File: src/rtl/bp_pkg.sv
// Shared types and helpers for the branch-predictor update scheduler.
//   bp_upd_t        : one resolved branch (pc + actual direction)
//   bp_idx()        : local-history table index, pc[idx_w+1:2]
//   BP_DEPTH_DEFAULT: default queue depth
package bp_pkg;

    localparam int BP_DEPTH_DEFAULT = 8;
    localparam int BP_IDX_W_DEFAULT = 4;

    typedef struct packed {
        logic [63:0] pc;
        logic        taken;
    } bp_upd_t;

    // Word-aligned index into the local table; upper bits masked to zero.
    function automatic logic [63:0] bp_idx(input logic [63:0] pc, input int idx_w);
        return (pc >> 2) & ((64'd1 << idx_w) - 64'd1);
    endfunction

endpackage

File: src/rtl/bp_upd_fifo.sv
// Two-write / two-read circular buffer holding resolved branches in program order.
// Ports:
//   clock, reset_n          : clock, synchronous active-low reset
//   flush                   : clear pointers and count at the next edge
//   wr_en1/wr_data1         : older write, lands at the tail
//   wr_en2/wr_data2         : younger write, lands after wr_data1 (or at the tail alone)
//   rd_pop                  : number of entries popped this edge (0..2)
//   rd_data1/rd_data2       : head and head+1 entries
//   count                   : occupied entries
module bp_upd_fifo
    import bp_pkg::*;
#(
    parameter int DEPTH = BP_DEPTH_DEFAULT,
    localparam int PTR_W = $clog2(DEPTH),
    localparam int CNT_W = $clog2(DEPTH + 1)
) (
    input  logic             clock,
    input  logic             reset_n,
    input  logic             flush,
    input  logic             wr_en1,
    input  bp_upd_t          wr_data1,
    input  logic             wr_en2,
    input  bp_upd_t          wr_data2,
    input  logic [1:0]       rd_pop,
    output bp_upd_t          rd_data1,
    output bp_upd_t          rd_data2,
    output logic [CNT_W-1:0] count
);

    bp_upd_t          mem_q [DEPTH];
    bp_upd_t          mem_d [DEPTH];
    logic [PTR_W-1:0] wr_ptr_q, wr_ptr_d;
    logic [PTR_W-1:0] rd_ptr_q, rd_ptr_d;
    logic [CNT_W-1:0] count_q, count_d;
    logic [1:0]       n_wr;

    always_comb begin
        mem_d = mem_q;
        n_wr  = 2'd0;
        if (wr_en1) begin
            mem_d[wr_ptr_q] = wr_data1;
            n_wr = 2'd1;
        end
        // Slot 2 follows slot 1 when both write, otherwise takes the tail itself.
        if (wr_en2) begin
            mem_d[wr_ptr_q + PTR_W'(n_wr)] = wr_data2;
            n_wr = n_wr + 2'd1;
        end
        wr_ptr_d = wr_ptr_q + PTR_W'(n_wr);
        rd_ptr_d = rd_ptr_q + PTR_W'(rd_pop);
        count_d  = count_q + CNT_W'(n_wr) - CNT_W'(rd_pop);
        if (flush) begin
            wr_ptr_d = '0;
            rd_ptr_d = '0;
            count_d  = '0;
        end
    end

    always_ff @(posedge clock) begin
        if (!reset_n) begin
            wr_ptr_q <= '0;
            rd_ptr_q <= '0;
            count_q  <= '0;
        end else begin
            wr_ptr_q <= wr_ptr_d;
            rd_ptr_q <= rd_ptr_d;
            count_q  <= count_d;
        end
    end

    // Storage needs no reset: count gates every read.
    always_ff @(posedge clock) begin
        mem_q <= mem_d;
    end

    assign rd_data1 = mem_q[rd_ptr_q];
    assign rd_data2 = mem_q[rd_ptr_q + PTR_W'(1)];
    assign count    = count_q;

endmodule

File: src/rtl/bp_update_sched.sv
// Scheduler between complete/retire and the local-history predictor update ports.
// Buffers up to two resolved branches per cycle in program order and issues up to
// two per cycle on registered update ports.
// Optional feature macro: BP_SAME_INDEX_SERIALIZE_EN -- when defined, head and
// head+1 sharing a local-table index are issued on consecutive cycles instead of
// together.
// Ports:
//   clock, reset_n                   : clock, synchronous active-low reset
//   pred_enable                      : predictor enabled; low flushes the queue
//   upd_hold                         : suppress issue this cycle
//   cmp_valid/pc/taken 1,2           : resolved branches, slot 1 older
//   cmp_ready                        : at least two free entries
//   upd_valid/pc/result 1,2          : registered predictor update ports
//   queue_count                      : occupied entries
//   overflow_err                     : sticky, a valid input was dropped
module bp_update_sched
    import bp_pkg::*;
#(
    parameter int DEPTH = BP_DEPTH_DEFAULT,
    parameter int IDX_W = BP_IDX_W_DEFAULT,
    localparam int CNT_W = $clog2(DEPTH + 1)
) (
    input  logic             clock,
    input  logic             reset_n,
    input  logic             pred_enable,
    input  logic             upd_hold,
    input  logic             cmp_valid1,
    input  logic [63:0]      cmp_pc1,
    input  logic             cmp_taken1,
    input  logic             cmp_valid2,
    input  logic [63:0]      cmp_pc2,
    input  logic             cmp_taken2,
    output logic             cmp_ready,
    output logic             upd_valid1,
    output logic [63:0]      upd_pc1,
    output logic             upd_result1,
    output logic             upd_valid2,
    output logic [63:0]      upd_pc2,
    output logic             upd_result2,
    output logic [CNT_W-1:0] queue_count,
    output logic             overflow_err
);

    bp_upd_t          head, head_nxt;
    bp_upd_t          wr_data1, wr_data2;
    logic [CNT_W-1:0] count;
    logic             wr_en1, wr_en2;
    logic             issue1, issue2, pair_ok;
    logic [1:0]       rd_pop;

    logic        upd_valid1_q, upd_valid1_d;
    logic [63:0] upd_pc1_q, upd_pc1_d;
    logic        upd_result1_q, upd_result1_d;
    logic        upd_valid2_q, upd_valid2_d;
    logic [63:0] upd_pc2_q, upd_pc2_d;
    logic        upd_result2_q, upd_result2_d;
    logic        overflow_q, overflow_d;

    bp_upd_fifo #(.DEPTH(DEPTH)) u_fifo (
        .clock    (clock),
        .reset_n  (reset_n),
        .flush    (~pred_enable),
        .wr_en1   (wr_en1),
        .wr_data1 (wr_data1),
        .wr_en2   (wr_en2),
        .wr_data2 (wr_data2),
        .rd_pop   (rd_pop),
        .rd_data1 (head),
        .rd_data2 (head_nxt),
        .count    (count)
    );

    always_comb begin
        // Ready is taken from registered count only, ignoring same-cycle pops.
        cmp_ready = (count <= CNT_W'(DEPTH - 2));
        wr_en1    = pred_enable & cmp_ready & cmp_valid1;
        wr_en2    = pred_enable & cmp_ready & cmp_valid2;
        wr_data1  = '{pc: cmp_pc1, taken: cmp_taken1};
        wr_data2  = '{pc: cmp_pc2, taken: cmp_taken2};

        issue1 = pred_enable & ~upd_hold & (count != '0);
`ifdef BP_SAME_INDEX_SERIALIZE_EN
        pair_ok = (count >= CNT_W'(2)) &&
                  (bp_idx(head.pc, IDX_W) != bp_idx(head_nxt.pc, IDX_W));
`else
        pair_ok = (count >= CNT_W'(2));
`endif
        issue2 = issue1 & pair_ok;
        rd_pop = {1'b0, issue1} + {1'b0, issue2};

        upd_valid1_d  = issue1;
        upd_pc1_d     = issue1 ? head.pc : 64'd0;
        upd_result1_d = issue1 & head.taken;
        upd_valid2_d  = issue2;
        upd_pc2_d     = issue2 ? head_nxt.pc : 64'd0;
        upd_result2_d = issue2 & head_nxt.taken;

        overflow_d = overflow_q |
                     (pred_enable & ~cmp_ready & (cmp_valid1 | cmp_valid2));
    end

    always_ff @(posedge clock) begin
        if (!reset_n) begin
            upd_valid1_q  <= 1'b0;
            upd_pc1_q     <= 64'd0;
            upd_result1_q <= 1'b0;
            upd_valid2_q  <= 1'b0;
            upd_pc2_q     <= 64'd0;
            upd_result2_q <= 1'b0;
            overflow_q    <= 1'b0;
        end else begin
            upd_valid1_q  <= upd_valid1_d;
            upd_pc1_q     <= upd_pc1_d;
            upd_result1_q <= upd_result1_d;
            upd_valid2_q  <= upd_valid2_d;
            upd_pc2_q     <= upd_pc2_d;
            upd_result2_q <= upd_result2_d;
            overflow_q    <= overflow_d;
        end
    end

    assign upd_valid1   = upd_valid1_q;
    assign upd_pc1      = upd_pc1_q;
    assign upd_result1  = upd_result1_q;
    assign upd_valid2   = upd_valid2_q;
    assign upd_pc2      = upd_pc2_q;
    assign upd_result2  = upd_result2_q;
    assign queue_count  = count;
    assign overflow_err = overflow_q;

endmodule

File: config.mk
export PLATFORM = sky130hd
export DESIGN_NAME = bp_update_sched
export DESIGN_NICKNAME = d
export VERILOG_FILES = /design/src/rtl/bp_pkg.sv /design/src/rtl/bp_upd_fifo.sv /design/src/rtl/bp_update_sched.sv
export SDC_FILE = /design/constraint.sdc
export NUM_CORES = 2
export LEC_CHECK = 0
export BUFFER_PORTS_ARGS = -buffer_cell sky130_fd_sc_hd__buf_2
export CORE_MARGIN = 4
export CORE_UTILIZATION = 55
export DETAILED_ROUTE_END_ITERATION = 8
export GPL_ROUTABILITY_DRIVEN = 0
export PLACE_DENSITY_LB_ADDON = 0.2
export REMOVE_ABC_BUFFERS = 1
export SYNTH_ARGS = -nofsm -noshare
export SYNTH_HDL_FRONTEND = slang
export SYNTH_SLANG_ARGS = --single-unit
File: constraint.sdc
create_clock -name clock -period 2.74 [get_ports clock]
set_clock_uncertainty 0.05 [all_clocks]
set_input_delay 0.274 -clock clock [delete_from_list [all_inputs] [get_ports clock]]
set_output_delay 0.274 -clock clock [all_outputs]
set_load 0.05 [all_outputs]
==> reports/qor.csv <==
stage;metric;value;unit
floorplan;die_y;253;microns
placed_design;port_buffers;273;
logic_synthesis;synth.most_common_cell;nand2_1;
logic_synthesis;yosys.area.top_type;dfxtp_1;
route;via_count;31300;
grt;grt-ovfl-total;0;
cells_and_area;layoutNonFillerInstCount;4868;
run;drv_cap;0;
run_status;status;finished, violations left;
logic_synthesis;synth_area_per_cell;8.51;sq um
critical_path;crit_arrival;3.29;ns
grt;grt_pass1_wl;176000;microns
clock_tree;numCtsBuffers;74;
logic_synthesis;yosys_most_used_dff;dfxtp_1;
route;dr.pass1.iters;6;
timing;slew-limit-headroom;50.2;%
floorplan;initial_utilization;55.8;%
timing;worst_pin_slew;0.744;ns
clock_tree;cts_buffer_depth;3;
timing;rsz0062_at_grt;yes;
logic_synthesis;synth-edff-count;0;
timing;period_share;103;%
critical_path;start_kind;register;
logic_synthesis;synth_area_leaders;dfxtp_1 40%, mux4_2 18%, nand2_1 13%, a31oi_1 9.8%, nor2_1 6.7%;
floorplan;rows;89;
route;drc_errors;0;
power_and_ir_drop;irDropWorstVdd;0.536;mV
cells_and_area;nNetsFinal;4198;
floorplan;die_x;253;microns
timing;final.min_clock_period;2.81;ns
grt;grt_max_degree;76;
route;wirelength;119000;microns
clock_tree;clkTransAtPathRegs;0.06;ns
logic_synthesis;syn_area;33100;sq um
logic_synthesis;ys_ff_latch;663;
clock_tree;clockRootBuffer;clkbuf_16;
critical_path;path_class;reg2reg;
route;detail_route.wl_per_cell;24.4;microns
floorplan;ioPinCount;274;
timing;setup_violations;37;
clock_tree;htree_levels;3;
run_status;violations;negative setup slack;
timing;tns;-1.60;ns
logic_synthesis;ys_types;38;
power_and_ir_drop;power_density;756;nW/um^2
clock_tree;cts.sink_count;663;
timing;timing.fmax;356;MHz
route;antenna_left;0;
cells_and_area;area_growth;18.6;%
logic_synthesis;synth_seq_area_share;40.1;%
grt;grt_usage;35.2;%
placed_design;pre_cts_slack;-0.142;ns
placed_design;dpl-instance-area;34800;sq um
grt;grt_pass1_vias;29600;
placed_design;dpl.cell_count;4591;
route;vias_per_cell;6.42;
critical_path;end_kind;register;
clock_tree;clk_latency;0.61;ns
timing;final-hold-violation-count;0;
cells_and_area;nFillCells;4696;
logic_synthesis;yosysTopAreaCellShare;40.1;%
cells_and_area;design_area;39300;sq um
cells_and_area;final_core_util;66.2;%
worst_hold_path;worst_hold_path_type;in2reg;
logic_synthesis;synth_warnings;0;
timing;slew_viol_final;0;
floorplan;core_area;59400;sq um
clock_tree;tritoncts;yes;
power_and_ir_drop;p_leak;15.3;nW
logic_synthesis;synth_async_sr_flop_share;0;%
critical_path;required;3.22;ns
logic_synthesis;synth_cells;3891;
logic_synthesis;synth_common_cells;1173 x nand2_1, 663 x dfxtp_1, 593 x nor2_1;
route;dr.first_iter.drc_count;4518;
floorplan;dieArea;64200;sq um
placed_design;dp_hpwl;61800;microns
critical_path;crit_fanout;17;
timing;setup_ws;-0.0706;ns
cells_and_area;drive_above_1_share;20.5;%
grt;antenna_found_initial;5;
==> cells in the final DEF, fill, tap and decap left out, types with 8 or more instances in the layout <==
cell / count
buf_2: 273
buf_12: 56
a31oi_1: 513
buf_4: 53
dfxtp_1: 658
dlygate4sd3_1: 131
clkbuf_16: 82
nor2_4: 11
nor2_2: 21
mux4_2: 260
inv_1: 8
mux2i_1: 65
nand4_1: 16
nor2_1: 561
nand2_1: 1173
clkbuf_1: 19
clkbuf_8: 10
ha_1: 10
buf_16: 12
nor4_4: 8
a21oi_1: 66
==> critical path, cell delays in order (launching register included) <==
cell	delay [ns]
dfxtp_2	0.33
inv_2	0.05
ha_4	0.16
and3_4	0.19
nor2_4	0.09
and3_4	0.22
ha_4	0.13
ha_4	0.19
and4bb_2	0.31
nand4_1	0.20
buf_6	0.23
clkbuf_16	0.18
buf_16	0.20
a31oi_1	0.17
==> stage by stage <==
| stage | hold slack, ns | power (mW) |
|---|---|---|
| final | 0.0355 | 29.7 |
| after global routing | 0.0519 | 30.9 |
| after CTS | 0.0177 | 29.5 |
| after detailed placement | 0.409 | 19.4 |
| after global placement | 0.409 | 19.1 |
| after floorplan | 0.341 | 17.6 |
==> flip-flops by register name, summed over array words and instances (netlist names), 3 cells and up <==
signal           cells
upd_pc2             64
upd_pc1             64
u_fifo.count         4
u_fifo.rd_ptr_q      3
u_fifo.wr_ptr_q      3
u_fifo.mem_q       520
==> final timing paths <==
kind                    from  cells past startpoint            endpoint  slack [ns]
min reg2reg     overflow_err                      1        overflow_err        0.42
max          u_fifo.count[3]                     13   u_fifo.mem_q[199]       -0.07
min              pred_enable                      2  u_fifo.rd_ptr_q[0]        0.04
max reg2reg  u_fifo.count[3]                     13   u_fifo.mem_q[199]       -0.07
==> power by group <==
group / internal [mW] / switching [mW]
sequential: 11.7 / 1.48
clock: 5.96 / 4.07
combinational: 3.27 / 3.19
==> cell families after synthesis <==
group | synth area share, %
compound gates | 11.0
xor+xnor | 0.264
fa+ha+maj | 0.687
buf+inv | 7.14
flops | 40.1
mux | 19.6
simple gates | 21.2
==> cell type report <==
class	count	area [sq um]	share of cell area, %
Multi-Input combinational cell	2763	17900	45.6
Sequential cell	663	13300	33.8
Timing Repair Buffer	534	4700	12.0
Clock buffer	106	2140	5.44
Tap cell	773	967	2.46
Clock inverter	18	255	0.650
Inverter	9	33.8	0.0860
Antenna cell	2	5.00	0.0127
==> repair_timing <==
action	4_1_cts	5_1_grt
cloned	9	5
endpoints found under the hold margin	525	0
resized for setup	27	57
hold buffers	131	0
pin swaps	4	5
endpoints found under the setup margin	375	384
buffers inserted	3	3
==> layer usage <==
metal  wire, microns  vias up  track usage (%)  part of all wire, %
met5              27        -                0                0.023
met4            4760        4             14.8                  4.0
met3           15200      337             7.45                   13
met2           54400     2308             55.9                   46
met1           44400    14900             47.2                   37
li1                -    13700                -                    -
Note: power is estimated with default switching activity, not from simulation.
